--- config.mk ---
export PLATFORM = sky130hd
export DESIGN_NAME = prog_fetch
export DESIGN_NICKNAME = d
export VERILOG_FILES = /design/src/rtl/prog_fetch.sv
export SDC_FILE = /design/constraint.sdc
export NUM_CORES = 1
export LEC_CHECK = 0
export CORE_UTILIZATION = 54
export DETAILED_ROUTE_END_ITERATION = 10
export PLACE_DENSITY = 0.73
export SETUP_SLACK_MARGIN = 0.4
export SLEW_MARGIN = 0
export SYNTH_ARGS = -nofsm -noshare
export SYNTH_HDL_FRONTEND = slang
export SYNTH_SLANG_ARGS = --single-unit
--- constraint.sdc ---
create_clock -name clk -period 2.2 [get_ports clk]
set_input_delay 0.44 -clock clk [delete_from_list [all_inputs] [get_ports clk]]
set_output_delay 0.44 -clock clk [all_outputs]
set_load 0.005 [all_outputs]
--- src/rtl/prog_fetch.sv ---
// prog_fetch: sequential instruction-fetch stage in front of the core.
//
// Holds a 2**ADDR_W byte program store written through a byte-wide loader
// port, and assembles each instruction from BYTES consecutive bytes, one
// byte per clock.
// Bytes are assembled big-endian: the byte at the base address lands in the
// most significant byte of the word.
//
// Ports:
//   clk        system clock, rising edge
//   rst        asynchronous, active-high reset
//   load_en    write one program byte this cycle
//   load_addr  byte address for the loader write
//   load_data  byte to write
//   pc_addr    byte address of the instruction (core program counter)
//   fetch_req  request a fetch starting at pc_addr
//   inst       assembled instruction, big-endian
//   inst_valid inst holds a complete, coherent instruction
//   busy       fetch in progress
module prog_fetch #(
  parameter int unsigned ADDR_W = 5,
  parameter int unsigned BYTES  = 4
) (
  input  logic                 clk,
  input  logic                 rst,
  input  logic                 load_en,
  input  logic [ADDR_W-1:0]    load_addr,
  input  logic [7:0]           load_data,
  input  logic [ADDR_W-1:0]    pc_addr,
  input  logic                 fetch_req,
  output logic [8*BYTES-1:0]   inst,
  output logic                 inst_valid,
  output logic                 busy
);

  localparam int unsigned W      = 8 * BYTES;
  localparam int unsigned DEPTH  = 2 ** ADDR_W;
  localparam int unsigned BEAT_W = (BYTES > 1) ? $clog2(BYTES) : 1;
  localparam logic [BEAT_W-1:0] LAST_BEAT = BEAT_W'(BYTES - 1);

  typedef enum logic {
    IDLE,
    READ
  } state_t;

  state_t              state_q, state_d;
  logic [ADDR_W-1:0]   base_q,  base_d;
  logic [BEAT_W-1:0]   beat_q,  beat_d;
  // Only the first BYTES-1 bytes need holding; the last byte is taken
  // straight from the store on the final beat.
  logic [W-9:0]        shadow_q, shadow_d;
  logic [W-1:0]        inst_q,  inst_d;
  logic                valid_q, valid_d;
  logic                busy_q,  busy_d;

  logic [7:0]          mem [DEPTH];
  logic [ADDR_W-1:0]   rd_ptr;
  logic [7:0]          rd_byte;
  logic [W-1:0]        assembled;

  // Program store: synchronous write, never cleared by reset.
  always_ff @(posedge clk) begin
    if (load_en) begin
      mem[load_addr] <= load_data;
    end
  end

  // Address arithmetic wraps naturally at ADDR_W bits.
  assign rd_ptr    = base_q + ADDR_W'(beat_q);
  assign rd_byte   = mem[rd_ptr];
  assign assembled = {shadow_q, rd_byte};

  always_comb begin
    state_d  = state_q;
    base_d   = base_q;
    beat_d   = beat_q;
    shadow_d = shadow_q;
    inst_d   = inst_q;
    valid_d  = valid_q;
    busy_d   = busy_q;

    unique case (state_q)
      IDLE: begin
        if (load_en) begin
          // A write takes priority; any pending request must be held.
          valid_d = 1'b0;
        end else if (fetch_req) begin
          base_d  = pc_addr;
          beat_d  = '0;
          valid_d = 1'b0;
          busy_d  = 1'b1;
          state_d = READ;
        end
      end

      READ: begin
        if (load_en) begin
          // The store changed under us: restart from the latched base so the
          // completed word is coherent with the latest contents.
          beat_d  = '0;
          valid_d = 1'b0;
        end else begin
          shadow_d = assembled[W-9:0];
          if (beat_q == LAST_BEAT) begin
            inst_d  = assembled;
            valid_d = 1'b1;
            busy_d  = 1'b0;
            beat_d  = '0;
            state_d = IDLE;
          end else begin
            beat_d = beat_q + BEAT_W'(1);
          end
        end
      end

      default: begin
        state_d = IDLE;
      end
    endcase
  end

  always_ff @(posedge clk or posedge rst) begin
    if (rst) begin
      state_q  <= IDLE;
      base_q   <= '0;
      beat_q   <= '0;
      shadow_q <= '0;
      inst_q   <= '0;
      valid_q  <= 1'b0;
      busy_q   <= 1'b0;
    end else begin
      state_q  <= state_d;
      base_q   <= base_d;
      beat_q   <= beat_d;
      shadow_q <= shadow_d;
      inst_q   <= inst_d;
      valid_q  <= valid_d;
      busy_q   <= busy_d;
    end
  end

  assign inst       = inst_q;
  assign inst_valid = valid_q;
  assign busy       = busy_q;

endmodule

==> flow_summary.json <==
{
  "status": "finished with violations",
  "violations": "negative setup slack",
  "synth-seq-area-share": 0.720,
  "drt_iter0_markers": 683,
  "post-route-min-period_ns": 2.81,
  "rr_endpoint": "inst[0]",
  "cts_tree": "yes",
  "gp_congestion": 0.800,
  "rrSetupSlack_ns": -0.61,
  "post-route-worst-setup-slack_ns": -0.611,
  "dp_cells": 1281,
  "whs_ns": 0.248,
  "clock-root-buffer": "clkbuf_16",
  "num_vias": 7921,
  "clk_latency_ns": 0.51,
  "crit_family": "adder cells",
  "hold_viol": 0,
  "ys_warn_count": 0,
  "tightest_slew_ns": 0.549,
  "diodes": 0,
  "synth_nets": 897,
  "finalNonFillerCells": 1366,
  "nNetsFinal": 1047,
  "peakVddDrop_mv": 1.31,
  "grt_pass1_vias": 7736,
  "arrival_ns": 3.22,
  "rsz0062_at_grt": "true",
  "die_h_um": 157,
  "required_ns": 2.61,
  "r2r-start": "base_q[0]",
  "ys_ff_latch": 322,
  "port_buffers": 55,
  "overflow": 0,
  "pre_cts_slack_ns": -0.587,
  "synth_edf_count": 256,
  "setup_viol": 16,
  "min_path_type": "in2async",
  "syn_avg_cell_area_um2": 14.9,
  "gr-usage-all-layers": 0.248,
  "worstPathMaxFanout": 8,
  "ios": 56,
  "ys.flop_type": "edfxtp_1",
  "fmax_mhz": 356,
  "relSlewSlack": 0.632,
  "initial_core_util": 0.551,
  "std_cell_rows": 56,
  "drive_gt1_frac": 0.215,
  "crit_chain": "ha_2 -> inv_2 -> fa_4 -> buf_12 -> buf_16 -> clkbuf_16 -> mux2i_1 -> nand3_1 -> nand4_1 -> a22o_1 -> o31ai_1",
  "dp_hpwl_mm": 18.0,
  "final.period_utilization": 1.28,
  "end_kind": "flip-flop",
  "cts_sinks": 322,
  "reg2reg_depth": 11,
  "clock_skew_ns": 0.0106,
  "crit_type": "reg2reg",
  "grt_max_degree": 65,
  "drc_errors": 0,
  "power.static_leakage_nw": 6.36,
  "grt_antenna_before_repair": 0,
  "startpoint_type": "flip-flop",
  "maxCapViolCount": 0,
  "wl_mm": 29.2,
  "synthToLayoutAreaGrowth_pct": 25.4,
  "first_pass_iters": 5,
  "cts_buffer_depth": 3,
  "fillers": 1588,
  "p_per_area_nw_per_um2": 1690,
  "slowest_delay_ns": 0.65,
  "wl_per_cell_um": 21.4,
  "synth_cell_types": 35,
  "coreArea_um2": 23500,
  "final-max-slew-violation-count": 0,
  "netlist_instances": 871,
  "cts_max_level": 2,
  "synth-async-reset-ratio": 0.205,
  "final_cell_mix": "edfxtp_1 (256), nand3_1 (130), mux2i_1 (116), buf_4 (76), nand2_1 (71)",
  "clk_pin_slew_ns": 0.06,
  "dieWidth_um": 157,
  "grt_pass1_wl_mm": 44.8,
  "layout_commonest_cell": "edfxtp_1",
  "ant_nets": 0,
  "via_per_inst": 5.80,
  "critPathBufInv": 4,
  "numCtsBuffers": 34,
  "synth_area_um2": 13000,
  "cpMaxStageDelayCell": "fa_4",
  "dieArea_um2": 24700
}
sequential cells by signal, summed over array words and instances, names as in the netlist:
name and cells:
state_q 1, shadow_q 24, base_q 5, beat_q 2
inst_valid 1, inst 32, busy 1, mem 256
where the power goes:
group / switching (W) / internal (W)
sequential: 0.000435 / 0.00721
combinational: 0.00707 / 0.00689
clock: 0.00229 / 0.00363
total: 0.00979 / 0.0177
worst max-delay path by stage:
stage | from | cells after the start | end | slack (ns)
3_3_place_gp | beat_q[0] | 11 | inst[2] | -0.56
4_1_cts | base_q[0] | 11 | inst[7] | -0.57
3_5_place_dp | base_q[0] | 11 | inst[2] | -0.59
6_report | base_q[0] | 11 | inst[0] | -0.61
2_1_floorplan | beat_q[0] | 10 | inst[1] | 0.02
5_1_grt | base_q[0] | 11 | shadow_q[3] | -0.65
cell families after synthesis:
group,Yosys count,share of synthesized area
AOI/OAI and AO/OA,45,0.0265
DFF,322,0.720
buffers and inverters,57,0.0184
and+or+nand+nor,284,0.105
muxes,155,0.122
adders and majority gates,4,0.00444
xor gates and xnor gates,4,0.00386
routing by layer:
layer  routed length, um  share of wire  GRT usage
met1               12300           0.42      0.342
met2               14200           0.48      0.406
met3                2040          0.070     0.0407
met4                 747          0.026     0.0772
met5                   0              0          0
timing repair:
action / CTS / global route
hold buffers: 0 / 0
pin swaps: 7 / 8
gates resized for setup: 51 / 13
gates cloned: 4 / 1
setup endpoints to repair: 46 / 20
buffers inserted: 16 / 2
cell type report:
class                   instances  area, um2  share of cell area
inverters                       7       30.0             0.00184
repair buffers                164       1760               0.108
clock inverters                23        241              0.0148
well taps                     319        399              0.0245
multi-input cells             492       3570               0.220
flip-flops and latches        322       9340               0.574
clock buffers                  39        933              0.0573
per-stage QoR:
stage                util  TNS [ns]  cell area [um2]  power, W
floorplan               -         0            13200    0.0154
global placement    0.625     -9.40            14700    0.0195
detailed placement  0.625    -10.39            14700    0.0196
CTS                 0.688     -8.63            16200    0.0272
global route        0.691     -9.86            16300    0.0287
finish              0.691     -9.00            16300    0.0275
synth_stat cells, types with 2 or more instances:
library cell	instances	area (um2)
edfxtp_1	256	7690
nand3_1	130	651
mux2i_1	128	1280
nand2_1	71	267
dfrtp_1	66	1650
nor2_1	36	135
nand4_1	32	200
clkbuf_1	28	105
mux2_2	27	304
buf_2	20	100
a22o_1	17	149
o31ai_1	16	120
nand3b_1	6	45.0
inv_1	5	18.8
a21oi_1	3	15.0
ha_1	3	37.5
o21ai_0	3	15.0
or3_1	3	18.8
a21oi_2	2	17.5
buf_1	2	7.51
inv_2	2	7.51
nor3_2	2	20.0
Power figures use the tool's default switching activity.
